[config.mk]
export PLATFORM = sky130hd
export DESIGN_NAME = mem_port_arbiter
export DESIGN_NICKNAME = d
export VERILOG_FILES = /design/src/rtl/mips_mem_pkg.sv /design/src/rtl/ifetch_buffer.sv /design/src/rtl/mem_port_arbiter.sv
export SDC_FILE = /design/constraint.sdc
export NUM_CORES = 1
export LEC_CHECK = 0
export ABC_AREA = 1
export CELL_PAD_IN_SITES_DETAIL_PLACEMENT = 0
export CELL_PAD_IN_SITES_GLOBAL_PLACEMENT = 1
export CORE_ASPECT_RATIO = 0.5
export CORE_MARGIN = 2
export CORE_UTILIZATION = 35
export DETAILED_ROUTE_END_ITERATION = 8
export PLACE_DENSITY_LB_ADDON = 0.1
export SETUP_SLACK_MARGIN = 0.05
export SYNTH_ARGS = -nofsm -noshare
export SYNTH_HDL_FRONTEND = slang
export SYNTH_SLANG_ARGS = --single-unit
[constraint.sdc]
create_clock -name clk -period 11.6 [get_ports clk]
set_clock_uncertainty 0.1 [all_clocks]
set_input_delay 1.16 -clock clk [delete_from_list [all_inputs] [get_ports clk]]
set_output_delay 1.16 -clock clk [all_outputs]
set_load 0.05 [all_outputs]
[src/rtl/mips_mem_pkg.sv]
// Shared types and default widths for the unified memory port of the pipelined MIPS core.
package mips_mem_pkg;

    localparam int ADDR_W_DEF = 32;
    localparam int DATA_W_DEF = 32;

    typedef enum logic [1:0] {
        IDLE  = 2'd0,
        IBUSY = 2'd1,
        DBUSY = 2'd2,
        DDONE = 2'd3
    } arb_state_e;

endpackage

[src/rtl/ifetch_buffer.sv]
// One-entry instruction buffer: valid/addr/data register, hit compare and word-granular invalidate.
module ifetch_buffer
    import mips_mem_pkg::*;
#(
    parameter int ADDR_W = ADDR_W_DEF,
    parameter int DATA_W = DATA_W_DEF
) (
    input  logic              clk,
    input  logic              reset,
    input  logic              fill,
    input  logic [ADDR_W-1:0] fill_addr,
    input  logic [DATA_W-1:0] fill_data,
    input  logic              inv_req,
    input  logic [ADDR_W-1:0] inv_addr,
    input  logic [ADDR_W-1:0] lookup_addr,
    output logic              hit,
    output logic [DATA_W-1:0] data
);

    logic              valid_reg;
    logic [ADDR_W-1:0] addr_reg;
    logic [DATA_W-1:0] data_reg;
    logic              inv_match;

    // Stores are matched on the word address so a sub-word store still drops the entry.
    assign inv_match = inv_req && (inv_addr[ADDR_W-1:2] == addr_reg[ADDR_W-1:2]);
    assign hit       = valid_reg && (addr_reg == lookup_addr);
    assign data      = data_reg;

    always_ff @(posedge clk or posedge reset) begin
        if (reset) begin
            valid_reg <= 1'b0;
            addr_reg  <= '0;
            data_reg  <= '0;
        end else if (fill) begin
            valid_reg <= 1'b1;
            addr_reg  <= fill_addr;
            data_reg  <= fill_data;
        end else if (inv_match) begin
            valid_reg <= 1'b0;
        end
    end

endmodule

[src/rtl/mem_port_arbiter.sv]
// Serializes fetch and data accesses onto the single memory port; data wins, fetch is buffered.
module mem_port_arbiter
    import mips_mem_pkg::*;
#(
    parameter int ADDR_W = ADDR_W_DEF,
    parameter int DATA_W = DATA_W_DEF
) (
    input  logic              clk,
    input  logic              reset,
    input  logic              IReqF,
    input  logic [ADDR_W-1:0] IAddrF,
    output logic [DATA_W-1:0] IRdataF,
    output logic              IStallF,
    input  logic              DReqM,
    input  logic              DWeM,
    input  logic [ADDR_W-1:0] DAddrM,
    input  logic [DATA_W-1:0] DWdataM,
    output logic [DATA_W-1:0] DRdataM,
    output logic              DStallM,
    output logic              MemReq,
    output logic              MemWe,
    output logic [ADDR_W-1:0] MemAddr,
    output logic [DATA_W-1:0] MemWdata,
    input  logic [DATA_W-1:0] MemRdata,
    input  logic              MemReady
);

    arb_state_e        state_reg, state_next;
    logic [ADDR_W-1:0] addr_reg;
    logic              we_reg;
    logic [DATA_W-1:0] wdata_reg;
    logic [DATA_W-1:0] drdata_reg;

    logic latch_d, latch_i, fill, inv_req, ld_done;
    logic ibuf_hit;

    ifetch_buffer #(
        .ADDR_W (ADDR_W),
        .DATA_W (DATA_W)
    ) u_ibuf (
        .clk         (clk),
        .reset       (reset),
        .fill        (fill),
        .fill_addr   (addr_reg),
        .fill_data   (MemRdata),
        .inv_req     (inv_req),
        .inv_addr    (DAddrM),
        .lookup_addr (IAddrF),
        .hit         (ibuf_hit),
        .data        (IRdataF)
    );

    assign IStallF  = IReqF && !ibuf_hit;
    assign DStallM  = DReqM && (state_reg != DDONE);
    assign DRdataM  = drdata_reg;
    assign MemAddr  = addr_reg;
    assign MemWdata = wdata_reg;

    always_comb begin
        state_next = state_reg;
        latch_d    = 1'b0;
        latch_i    = 1'b0;
        fill       = 1'b0;
        inv_req    = 1'b0;
        ld_done    = 1'b0;
        MemReq     = 1'b0;
        MemWe      = 1'b0;
        case (state_reg)
            IDLE: begin
                if (DReqM) begin
                    latch_d    = 1'b1;
                    inv_req    = DWeM;
                    state_next = DBUSY;
                end else if (IStallF) begin
                    latch_i    = 1'b1;
                    state_next = IBUSY;
                end
            end
            IBUSY: begin
                MemReq = 1'b1;
                if (MemReady) begin
                    fill       = 1'b1;
                    state_next = IDLE;
                end
            end
            DBUSY: begin
                MemReq = 1'b1;
                MemWe  = we_reg;
                if (MemReady) begin
                    ld_done    = !we_reg;
                    state_next = DDONE;
                end
            end
            DDONE: begin
                // DReqM still belongs to the instruction just served; a pending fetch goes first.
                if (IStallF) begin
                    latch_i    = 1'b1;
                    state_next = IBUSY;
                end else begin
                    state_next = IDLE;
                end
            end
            default: state_next = IDLE;
        endcase
    end

    always_ff @(posedge clk or posedge reset) begin
        if (reset) begin
            state_reg  <= IDLE;
            addr_reg   <= '0;
            we_reg     <= 1'b0;
            wdata_reg  <= '0;
            drdata_reg <= '0;
        end else begin
            state_reg <= state_next;
            if (latch_d) begin
                addr_reg  <= DAddrM;
                we_reg    <= DWeM;
                wdata_reg <= DWdataM;
            end else if (latch_i) begin
                addr_reg <= IAddrF;
                we_reg   <= 1'b0;
            end
            if (ld_done) begin
                drdata_reg <= MemRdata;
            end
        end
    end

endmodule

# == Word-level counts from Yosys, hierarchy flattened ==
# Cells that the tools add are included.
# op_classes
n_eq_ne,9
muxes,25
reduce_logical,11
# op_table
operator,n
32-bit 2-to-1 mux,2
32-bit equality test,1
30-bit equality test,1
1-bit 2-to-1 mux,17
2-bit 2-to-1 mux,4
2-bit case mux with 4 select lines,1
2-bit != test (second input constant),3
2-bit equality test (second input constant),2
1-bit logical AND,4
2-bit nonzero test,2
3-bit != test (second input constant),1
3-bit AND reduction,1
2-bit by 1-bit equality test with 1-bit output (second input constant),1
1-bit zero test,2
2-bit zero test,1
1-bit case mux with 2 select lines,1
2-bit OR reduction,1
# totals
register_bits,164
inputBits,134
output_inout_bits,132
wordCells,53

# == Logic depth before layout (Yosys ltp) ==
# Gate-level depths: netlist of run 1.
# depth
ltp_word,9
ltp_mapped,14
depth_no_buf,14

# == Modules after synthesis ==
# Synthesis of run 1 repeated with hierarchy kept, for this count alone.
# unflattened
cells_unflattened,1036
area_unflattened_um2,7801.2
# by_module_without_submodules
mod,n_inst,cells_each,area_per_inst_um2,seq_area_each_um2
mem_port_arbiter,1,562,4413.0,2477.4
ifetch_buffer,1,474,3388.2,1626.6

# == Worst setup path after synthesis of run 1 ==
# Ideal clock, no wire load.
# synth_path
kind,input-to-output
startpoint,input IAddrF[19]
endpoint,output IStallF
arrival_time_ps,2076
required_time_ps,10340
setup_slack_ps,8264
path_stages,9
path_buffers,0
cell_sequence,inv_1 -> or2_1 -> nand3_1 -> nor2_1 -> nand2_1 -> nor2_2 -> nand2_2 -> nand2_1 -> inv_1
# synth_via
elab_chain_len,4
# synth_lines
element,line,rtl
from (decl),mem_port_arbiter.sv:11,"input logic [ADDR_W-1:0] IAddrF,"
32-bit equality test,ifetch_buffer.sv:27,assign hit = valid_reg && (addr_reg == lookup_addr);
1-bit logical AND,ifetch_buffer.sv:27,
1-bit zero test,mem_port_arbiter.sv:53,assign IStallF = IReqF && !ibuf_hit;
1-bit logical AND,mem_port_arbiter.sv:53,
to (decl),mem_port_arbiter.sv:13,"output logic IStallF,"
# Every way passes these cells.

# == Worst setup path in the final report of run 1 ==
# Ends and elaborated chain as after synthesis.

==> results of run 1 <==
## kinds of logic (layout without fill, tap and decap cells)
family                     count (synthesis)  count (layout)
xor gates and xnor gates                  41              41
and+or+nand+nor                          397             397
AOI/OAI and AO/OA                        156             156
DFF                                      164             164
buffers and inverters                    155             416
adders and majority gates                  4               4
## routing by layer
layer | vias to the layer above | wire length [um] | global-route usage
met5 | - | 0 | 0
met4 | 0 | 254 | 0.0554
met3 | 17 | 1460 | 0.0645
met2 | 135 | 9970 | 0.317
met1 | 2994 | 9630 | 0.243
li1 | 3314 | - | -
## synth_stat cells, drive strengths merged
cell type / number
nor2: 26
nand3: 14
xor2: 14
o22ai: 1
buf: 10
inv: 115
clkbuf: 30
ha: 4
a21oi: 3
xnor2: 27
o21bai: 1
o21ai: 151
nand4: 7
nand2: 344
or2: 1
nor3: 5
dfrtp: 164
## worst paths after layout
check	start	to	cells after the start
worst max-delay path	IAddrF[19]	IStallF	11
worst min-delay path	MemWdata[2]	MemWdata[2]	2
worst max register to register	state_reg[0]	MemAddr[15]	7
worst min register to register	MemWdata[2]	MemWdata[2]	2
min in group asynchronous	reset	MemWdata[20]	2
max in group asynchronous	reset	state_reg[1]	3
## power breakdown
part / switching (uW) / leakage [uW] / internal (uW)
registers: 183 / 0.00205 / 843
clock network: 246 / 0.000277 / 303
logic: 1290 / 0.00290 / 632
total: 1720 / 0.00523 / 1780
## stage by stage
stage	total power (uW)	setup slack [ns]	hold slack [ns]	instance area [um^2]
2_1_floorplan	2330	5.91	0.390	7610
3_3_place_gp	2960	7.04	0.362	10500
3_5_place_dp	2970	7.05	0.364	10500
4_1_cts	3540	7.04	0.381	11100
5_1_grt	3720	6.84	0.403	11100
6_report	3500	7.05	0.375	11100
## worst min-delay path, stage by stage, from the launching register on
cell	delay, ns
dfrtp_1	0.34
nand2_1	0.05
nand2_1	0.06
## layout make-up
type,count,area (um^2)
well taps,300,375
repair buffers,269,2680
flip-flops and latches,164,4100
clock inverters,14,126
inverters,115,437
multi-input cells,598,2890
clock buffers,18,439
fillers,2113,10400
==> flow_metrics.env, run 1 <==
export IMPL_viasPerCell=4.37
export IMPL_worst_path_max_fanout=3
export IMPL_core_area_um2=21500
export IMPL_synth_top_family_by_area="simple AND/OR/NAND/NOR gates"
export IMPL_synth_nets=1055
export IMPL_ios=266
export IMPL_synthesis_area_um2=7610
export IMPL_synth_simple_area_share=0.205
export IMPL_dp_hpwl_um=14900
export IMPL_grt_pass1_vias=6490
export IMPL_fmax_mhz=220
export IMPL_fin_setup_tns_ns=0
export IMPL_synth_area_top_cells="dfrtp_1, nand2_1, o21ai_0"
export IMPL_dp_cells=1446
export IMPL_crit_path_start_kind="input port"
export IMPL_drv_slew=0
export IMPL_worst_r2r_setup_slack_ns=9.00
export IMPL_peakVddDrop_mv=0.169
export IMPL_yosysTopAreaCell="dfrtp_1"
export IMPL_synth_compound_area_share=0.118
export IMPL_leakagePower_uw=0.00523
export IMPL_drt_iter0_markers=307
export IMPL_h_tree_depth=4
export IMPL_antenna_cells=0
export IMPL_seq_area_frac_synth=0.539
export IMPL_cts_resized=0
export IMPL_cts_hold_buf=0
export IMPL_critPathMaxStageDelay_ns=0.81
export IMPL_wl_um=21300
export IMPL_worstSkewPairLatency_ns=0.43
export IMPL_netlist_area_leader_share=0.539
export IMPL_arrival_ns=3.29
export IMPL_ys_warn_count=0
export IMPL_worst_setup_path_end_kind="output port"
export IMPL_cts_max_path_buffers=2
export IMPL_layout_common_cells="nand2_1, clkdlybuf4s50_1, dfrtp_1"
export IMPL_synthAdderAreaFrac=0.00658
export IMPL_vias=6460
export IMPL_final_core_util=0.514
export IMPL_antenna_left=0
export IMPL_finalSetupViolations=0
export IMPL_chipWidth_um=212
export IMPL_cts_made_buffers=17
export IMPL_clk_pin_slew_worst_paths_ns=0.06
export IMPL_die_area_um2=23000
export IMPL_grt_max_degree=95
export IMPL_drc=0
export IMPL_synth_xor_area_frac=0.0472
export IMPL_worstPathCellList="clkdlybuf4s50_1 -> inv_1 -> or2_1 -> nand3_1 -> nor2_1 -> nand2_1 -> nor2_2 -> nand2_2 -> nand2_1 -> inv_1 -> clkdlybuf4s50_1"
export IMPL_first_pass_iters=4
export IMPL_syn_inst=917
export IMPL_area_growth_pct=45.3
export IMPL_num_rows=38
export IMPL_die_h_um=108
export IMPL_critPathBufInv=4
export IMPL_final_common_cell="nand2_1"
export IMPL_synth_seq_cells=164
export IMPL_p_per_area_nw_per_um2=316
export IMPL_slowest_stage="clkdlybuf4s50_1"
export IMPL_rsz0062_at_grt="false"
export IMPL_cts_tree="yes"
export IMPL_drive_above_1_share=0.0679
export IMPL_timing_critical_path_required_ns=10.34
export IMPL_final_hold_viol_count=0
export IMPL_grt_usage=0.192
export IMPL_ys_types=24
export IMPL_crit_type="input port to output port"
export IMPL_overflow=0
export IMPL_status="complete, no violations"
export IMPL_maxCapViolCount=0
export IMPL_grt_pass1_wl_um=34100
export IMPL_worstMarginPinSlew_ns=1.12
export IMPL_fin_nets=1303
export IMPL_root_buffer="clkbuf_16"
export IMPL_timing_final_crit_period_ns=4.55
export IMPL_period_share=0.393
export IMPL_fin_cells=1478
export IMPL_gp_congestion=0.803
export IMPL_cts_sink_count=164
export IMPL_avgSynthCellArea_um2=8.30
export IMPL_start_util=0.354
export IMPL_synthMuxAreaShare=0
export IMPL_antenna_found_initial=0
export IMPL_wl_per_cell_um=14.4
export IMPL_cts_setup_buffers=0
export IMPL_max_slew_margin=0.255
export IMPL_portBuffers=265
export IMPL_path_delay_family="buffers and inverters"
export IMPL_hold_path_class="register to register"
Power figures use the tool's default switching activity.
==> run 2: changes to the inputs <==
--- a/config.mk
+++ b/config.mk
@@ -10,7 +10,7 @@
 export CELL_PAD_IN_SITES_GLOBAL_PLACEMENT = 1
 export CORE_ASPECT_RATIO = 0.5
 export CORE_MARGIN = 2
-export CORE_UTILIZATION = 35
+export CORE_UTILIZATION = 33
 export DETAILED_ROUTE_END_ITERATION = 8
 export PLACE_DENSITY_LB_ADDON = 0.1
 export SETUP_SLACK_MARGIN = 0.05
==> constraint.sdc (replaced) <==
create_clock -name clk -period 4.4 [get_ports clk]
set_clock_uncertainty 0.1 [all_clocks]
set_input_delay 0.44 -clock clk [delete_from_list [all_inputs] [get_ports clk]]
set_output_delay 0.44 -clock clk [all_outputs]
set_load 0.05 [all_outputs]
==> run 2 against run 1 <==
Against the previous run:
- combinational power grew to 2.6 times the previous value
- power rose to 2.7 times the previous value
- wire length up 2.8%
- critical path type unchanged
- clock-buffer cell count is 5 higher
- setup slack got worse by 5.8 ns
- cell area rose by 0.67%
- global-route usage fell by 0.25 points
- critical path depth unchanged
==> flow_metrics.env, run 2 (synthesized netlist as in run 1, its figures left out) <==
export IMPL_worst_path_max_fanout=3
export IMPL_cts_hold_buf=0
export IMPL_leakagePower_uw=0.00525
export IMPL_seqPwrFrac=0.291
export IMPL_start_util=0.335
export IMPL_arrival_ns=2.57
export IMPL_gp_congestion=0.787
export IMPL_design_area_um2=11100
export IMPL_timing_final_crit_period_ns=3.11
export IMPL_intPower_uw=4820
export IMPL_overflow=0
export IMPL_h_tree_depth=4
export IMPL_root_buffer="clkbuf_16"
export IMPL_cts_setup_buffers=0
export IMPL_p_clk_frac=0.165
export IMPL_antenna_left=0
export IMPL_worst_r2r_setup_slack_ns=1.76
export IMPL_grt_met1_usage=0.251
export IMPL_final_core_util=0.489
export IMPL_status="complete, no violations"
export IMPL_grt_max_degree=129
export IMPL_area_growth_pct=46.2
export IMPL_finalSetupViolations=0
export IMPL_p_per_area_nw_per_um2=839
export IMPL_portBuffers=265
export IMPL_grt_usage=0.190
export IMPL_cts_resized=0
export IMPL_die_area_um2=24400
export IMPL_cts_max_path_buffers=2
export IMPL_peakVddDrop_mv=0.480
export IMPL_antenna_found_initial=0
export IMPL_period_share=0.706
export IMPL_timing_critical_path_required_ns=3.86
export IMPL_wl_per_cell_um=14.7
export IMPL_fmax_mhz=322
export IMPL_layout_common_cells="nand2_1, clkdlybuf4s50_1, dfrtp_1"
export IMPL_vias=6498
export IMPL_p_sw_uw=4510
export IMPL_die_h_um=111
export IMPL_fin_nets=1306
export IMPL_chipWidth_um=219
export IMPL_crit_path_start_kind="input port"
export IMPL_core_area_um2=22700
export IMPL_hold_path_class="register to register"
export IMPL_grt_pass1_vias=6686
export IMPL_cts_tree="yes"
export IMPL_drive_above_1_share=0.0661
export IMPL_drv_slew=0
export IMPL_worstSkewPairLatency_ns=0.44
export IMPL_cts_sink_count=164
export IMPL_final_hold_viol_count=0
export IMPL_busiest_layer="met2"
export IMPL_worstMarginPinSlew_ns=0.966
export IMPL_clk_pin_slew_worst_paths_ns=0.06
export IMPL_maxCapViolCount=0
export IMPL_crit_type="input port to output port"
export IMPL_pwr_share_comb=0.544
export IMPL_fin_setup_tns_ns=0
export IMPL_switching_share=0.484
export IMPL_viasPerCell=4.37
export IMPL_placed_cell_area_um2=10500
export IMPL_rsz0062_at_grt="false"
export IMPL_max_slew_margin=0.356
export IMPL_drc=0
export IMPL_drt_iter0_markers=393
export IMPL_num_rows=39
export IMPL_dp_hpwl_um=15100
export IMPL_ios=266
export IMPL_wl_um=21900
export IMPL_use_met3=0.0713
export IMPL_cts_made_buffers=17
export IMPL_final_common_cell="nand2_1"
export IMPL_worst_setup_path_end_kind="output port"
export IMPL_first_pass_iters=5
export IMPL_met2_usage=0.293
export IMPL_grt_pass1_wl_um=35600
run 2: changes by cell type in the layout (fill, tap and decap cells not counted), sizes merged:
| cell | previous run | this run |
|---|---|---|
| buf | 4 | 7 |
| bufinv | 1 | 3 |
| clkbuf | 18 | 23 |
| clkinv | 7 | 2 |
| clkinvlp | 2 | 4 |
| diode | 0 | 1 |
| inv | 119 | 114 |
run 2: power by group through the flow:
stage	clock, uW	combinational [uW]	sequential (uW)
2_1_floorplan	0	1580	4550
4_1_cts	1590	5150	2710
3_3_place_gp	0	5120	2700
3_5_place_dp	0	5140	2720
6_report	1540	5080	2710
5_1_grt	1670	5470	2810
run 2: cell type report:
cell class	instances	area, um^2
Inverter	115	435
Antenna cell	1	2.50
Tap cell	307	384
Clock buffer	23	468
Sequential cell	164	4100
Timing Repair Buffer	272	2720
Clock inverter	8	126
Multi-Input combinational cell	598	2890
Fill cell	2210	11600
run 2: worst max-delay path, cell delays in order:
cell             delay (ns)
clkdlybuf4s50_1        0.46
inv_1                  0.06
or2_1                  0.20
nand3_1                0.08
nor2_1                 0.05
nand2_1                0.10
nor2_2                 0.06
nand2_2                0.12
nand2_1                0.09
inv_1                  0.10
clkdlybuf4s50_1        0.81
run 2: worst paths after layout:
kind	to	cells past startpoint	startpoint
hold / removal	MemWdata[9]	2	MemWdata[9]
max in group asynchronous	u_ibuf.addr_reg[2]	3	reset
hold reg to reg	MemWdata[9]	2	MemWdata[9]
min in group asynchronous	MemWdata[1]	3	reset
setup / recovery	IStallF	11	IAddrF[19]
setup reg to reg	MemAddr[15]	7	state_reg[0]
run 2: routing by layer:
layer  vias up  routed length [um]
li1       3332                   -
met1      2991               10000
met2       155                9940
met3        20                1610
met4         0                 315
met5         -                   0
run 2: stage by stage:
step	hold slack, ns	cells	total power [uW]	setup slack [ns]
after floorplan	0.390	917	6130	1.78
after global placement	0.361	1456	7820	1.28
after detailed placement	0.366	1456	7860	1.28
after CTS	0.384	1487	9450	1.27
after global routing	0.403	1487	9950	1.13
final	0.378	1488	9330	1.29
==> run 3: changes to the inputs <==
--- a/config.mk
+++ b/config.mk
@@ -10,7 +10,7 @@
 export CELL_PAD_IN_SITES_GLOBAL_PLACEMENT = 1
 export CORE_ASPECT_RATIO = 0.5
 export CORE_MARGIN = 2
-export CORE_UTILIZATION = 33
+export CORE_UTILIZATION = 30
 export DETAILED_ROUTE_END_ITERATION = 8
 export PLACE_DENSITY_LB_ADDON = 0.1
 export SETUP_SLACK_MARGIN = 0.05
==> constraint.sdc (replaced) <==
create_clock -name clk -period 2.84 [get_ports clk]
set_clock_uncertainty 0.1 [all_clocks]
set_input_delay 0.284 -clock clk [delete_from_list [all_inputs] [get_ports clk]]
set_output_delay 0.284 -clock clk [all_outputs]
set_load 0.05 [all_outputs]
==> run 3 against run 2 <==
Against the previous run:
- power is 58% higher
- register-to-register slack lost 1.2 ns
- clock power up 66%
- wire length rose by 3.1%
- via count decreased by 0.71%
- first-iteration DRC count decreased by 8.1%
==> flow_metrics.env, run 3 (synthesized netlist as in run 1, its figures left out) <==
export IMPL_worst_path_max_fanout=4
export IMPL_portBuffers=265
export IMPL_period_share=0.873
export IMPL_area_growth_pct=49.1
export IMPL_peakVddDrop_mv=0.560
export IMPL_timing_critical_path_required_ns=2.46
export IMPL_grt_pass1_vias=6459
export IMPL_vias=6452
export IMPL_whs_ns=0.192
export IMPL_grt_pass1_wl_um=35600
export IMPL_wl_per_cell_um=14.8
export IMPL_path_delay_family="buffers and inverters"
export IMPL_worst_setup_path_end_kind="output port"
export IMPL_final_hold_viol_count=0
export IMPL_final_common_cell="nand2_1"
export IMPL_seqPwrFrac=0.286
export IMPL_cts_max_path_buffers=2
export IMPL_drv_slew=0
export IMPL_rsz0062_at_grt="false"
export IMPL_start_util=0.304
export IMPL_critPathMaxStageDelay_ns=0.79
export IMPL_die_h_um=117
export IMPL_startpoint="state_reg[0]"
export IMPL_register_area_um2=4100
export IMPL_grt_max_degree=63
export IMPL_die_area_um2=26700
export IMPL_slowest_stage="clkdlybuf4s50_1"
export IMPL_grt_usage=0.174
export IMPL_power_total_uw=14700
export IMPL_dp_cells=1499
export IMPL_fin_cells=1529
export IMPL_cts_setup_buffers=0
export IMPL_worstSkewPairLatency_ns=0.44
export IMPL_h_tree_depth=4
export IMPL_antenna_cells=0
export IMPL_wl_um=22600
export IMPL_drt_iter0_markers=361
export IMPL_status="complete, no violations"
export IMPL_cts_hold_buf=0
export IMPL_cts_sink_count=164
export IMPL_intPower_uw=7660
export IMPL_crit_type="register to output port"
export IMPL_crit_top_cell="inv_1"
export IMPL_arrival_ns=2.10
export IMPL_r2r_start="state_reg[0]"
export IMPL_gp_congestion=0.760
export IMPL_multiInputGateArea_um2=2890
export IMPL_p_per_area_nw_per_um2=1300
export IMPL_final_core_util=0.453
export IMPL_num_rows=41
export IMPL_cts_resized=0
export IMPL_ios=266
export IMPL_fmax_mhz=403
export IMPL_timing_final_crit_period_ns=2.48
export IMPL_leakagePower_uw=0.00534
export IMPL_crit_path_start_kind="register"
export IMPL_fill_cells=2530
export IMPL_drive_above_1_share=0.0734
export IMPL_critPathBufInv=3
export IMPL_drc=0
export IMPL_maxCapViolCount=0
export IMPL_chipWidth_um=229
export IMPL_cts_made_buffers=17
export IMPL_fin_setup_tns_ns=0
export IMPL_max_slew_margin=0.553
export IMPL_pwr_share_comb=0.540
export IMPL_clk_pin_slew_worst_paths_ns=0.07
export IMPL_layout_common_cells="nand2_1, clkdlybuf4s50_1, dfrtp_1"
export IMPL_worstMarginPinSlew_ns=0.670
export IMPL_overflow=0
export IMPL_cts_tree="yes"
export IMPL_p_clk_frac=0.174
export IMPL_switching_share=0.479
export IMPL_worstPathCellList="inv_1 -> ha_1 -> nand2_1 -> inv_1 -> clkdlybuf4s50_1"
export IMPL_antenna_found_initial=0
export IMPL_root_buffer="clkbuf_16"
export IMPL_finalSetupViolations=0
export IMPL_first_pass_iters=4
export IMPL_p_sw_uw=7040
export IMPL_core_area_um2=25000
export IMPL_dp_hpwl_um=16500
export IMPL_hold_path_class="input port to async pin"
export IMPL_antenna_left=0
export IMPL_fin_nets=1312
export IMPL_viasPerCell=4.22
[run 3: cell types whose count changed in the layout (fill, tap and decap cells not counted)]
cell	before	now
clkinvlp_4	4	2
diode_2	1	0
inv_6	0	1
buf_12	1	8
clkbuf_8	2	0
clkbuf_1	4	1
clkinv_4	1	4
clkdlybuf4s50_1	265	264
bufinv_16	3	5
[run 3: worst paths after layout]
check                              end  slack, ns  cells after the start
setup / recovery                 MemWe       0.36                      5
hold / removal             MemWdata[8]       0.19                      2
setup reg to reg            MemAddr[6]       0.61                      9
hold reg to reg            MemWdata[2]       0.38                      2
max in group asynchronous  MemWdata[9]       1.73                      3
min in group clk           MemWdata[3]       0.28                      3
[run 3: worst register-to-register path, delay by kind of cell, from the launching register on]
| family | cells | cell delay, ns |
|---|---|---|
| flops | 1 | 0.41 |
| fa+ha+maj | 1 | 0.24 |
| buf+inv | 2 | 0.40 |
| compound gates | 2 | 0.42 |
| simple gates | 4 | 0.60 |
[run 3: power by group through the flow]
stage,registers [uW],clock network (uW),logic [uW]
after floorplan,7050,0,2440
after global placement,4220,0,8010
after detailed placement,4240,0,8040
after CTS,4230,2630,8050
after global routing,4360,2740,8560
final,4210,2560,7940
[run 3: per-layer routing]
metal  global-route usage  vias to the layer above  share of wire  wire length [um]
li1                     -                     3336              -                 -
met3               0.0620                       24          0.059              1330
met1                0.215                     2970           0.45             10100
met2                0.291                      122           0.48             10800
met5                    0                        -              0                 0
met4               0.0506                        0          0.014               320
[run 3: stage by stage]
step                      worst slack [ns]  area, um^2
after floorplan                      0.371        7610
after CTS                            0.311       11300
final                                0.359       11300
after detailed placement             0.336       10700
after global placement               0.353       10700
after global routing                 0.167       11300
[run 3: final cells by class]
| cell class | count | area share |
|---|---|---|
| Sequential cell | 164 | 0.362 |
| Multi-Input combinational cell | 598 | 0.255 |
| Timing Repair Buffer | 278 | 0.251 |
| Inverter | 115 | 0.0384 |
| Tap cell | 344 | 0.0380 |
| Clock buffer | 18 | 0.0378 |
| Clock inverter | 12 | 0.0182 |
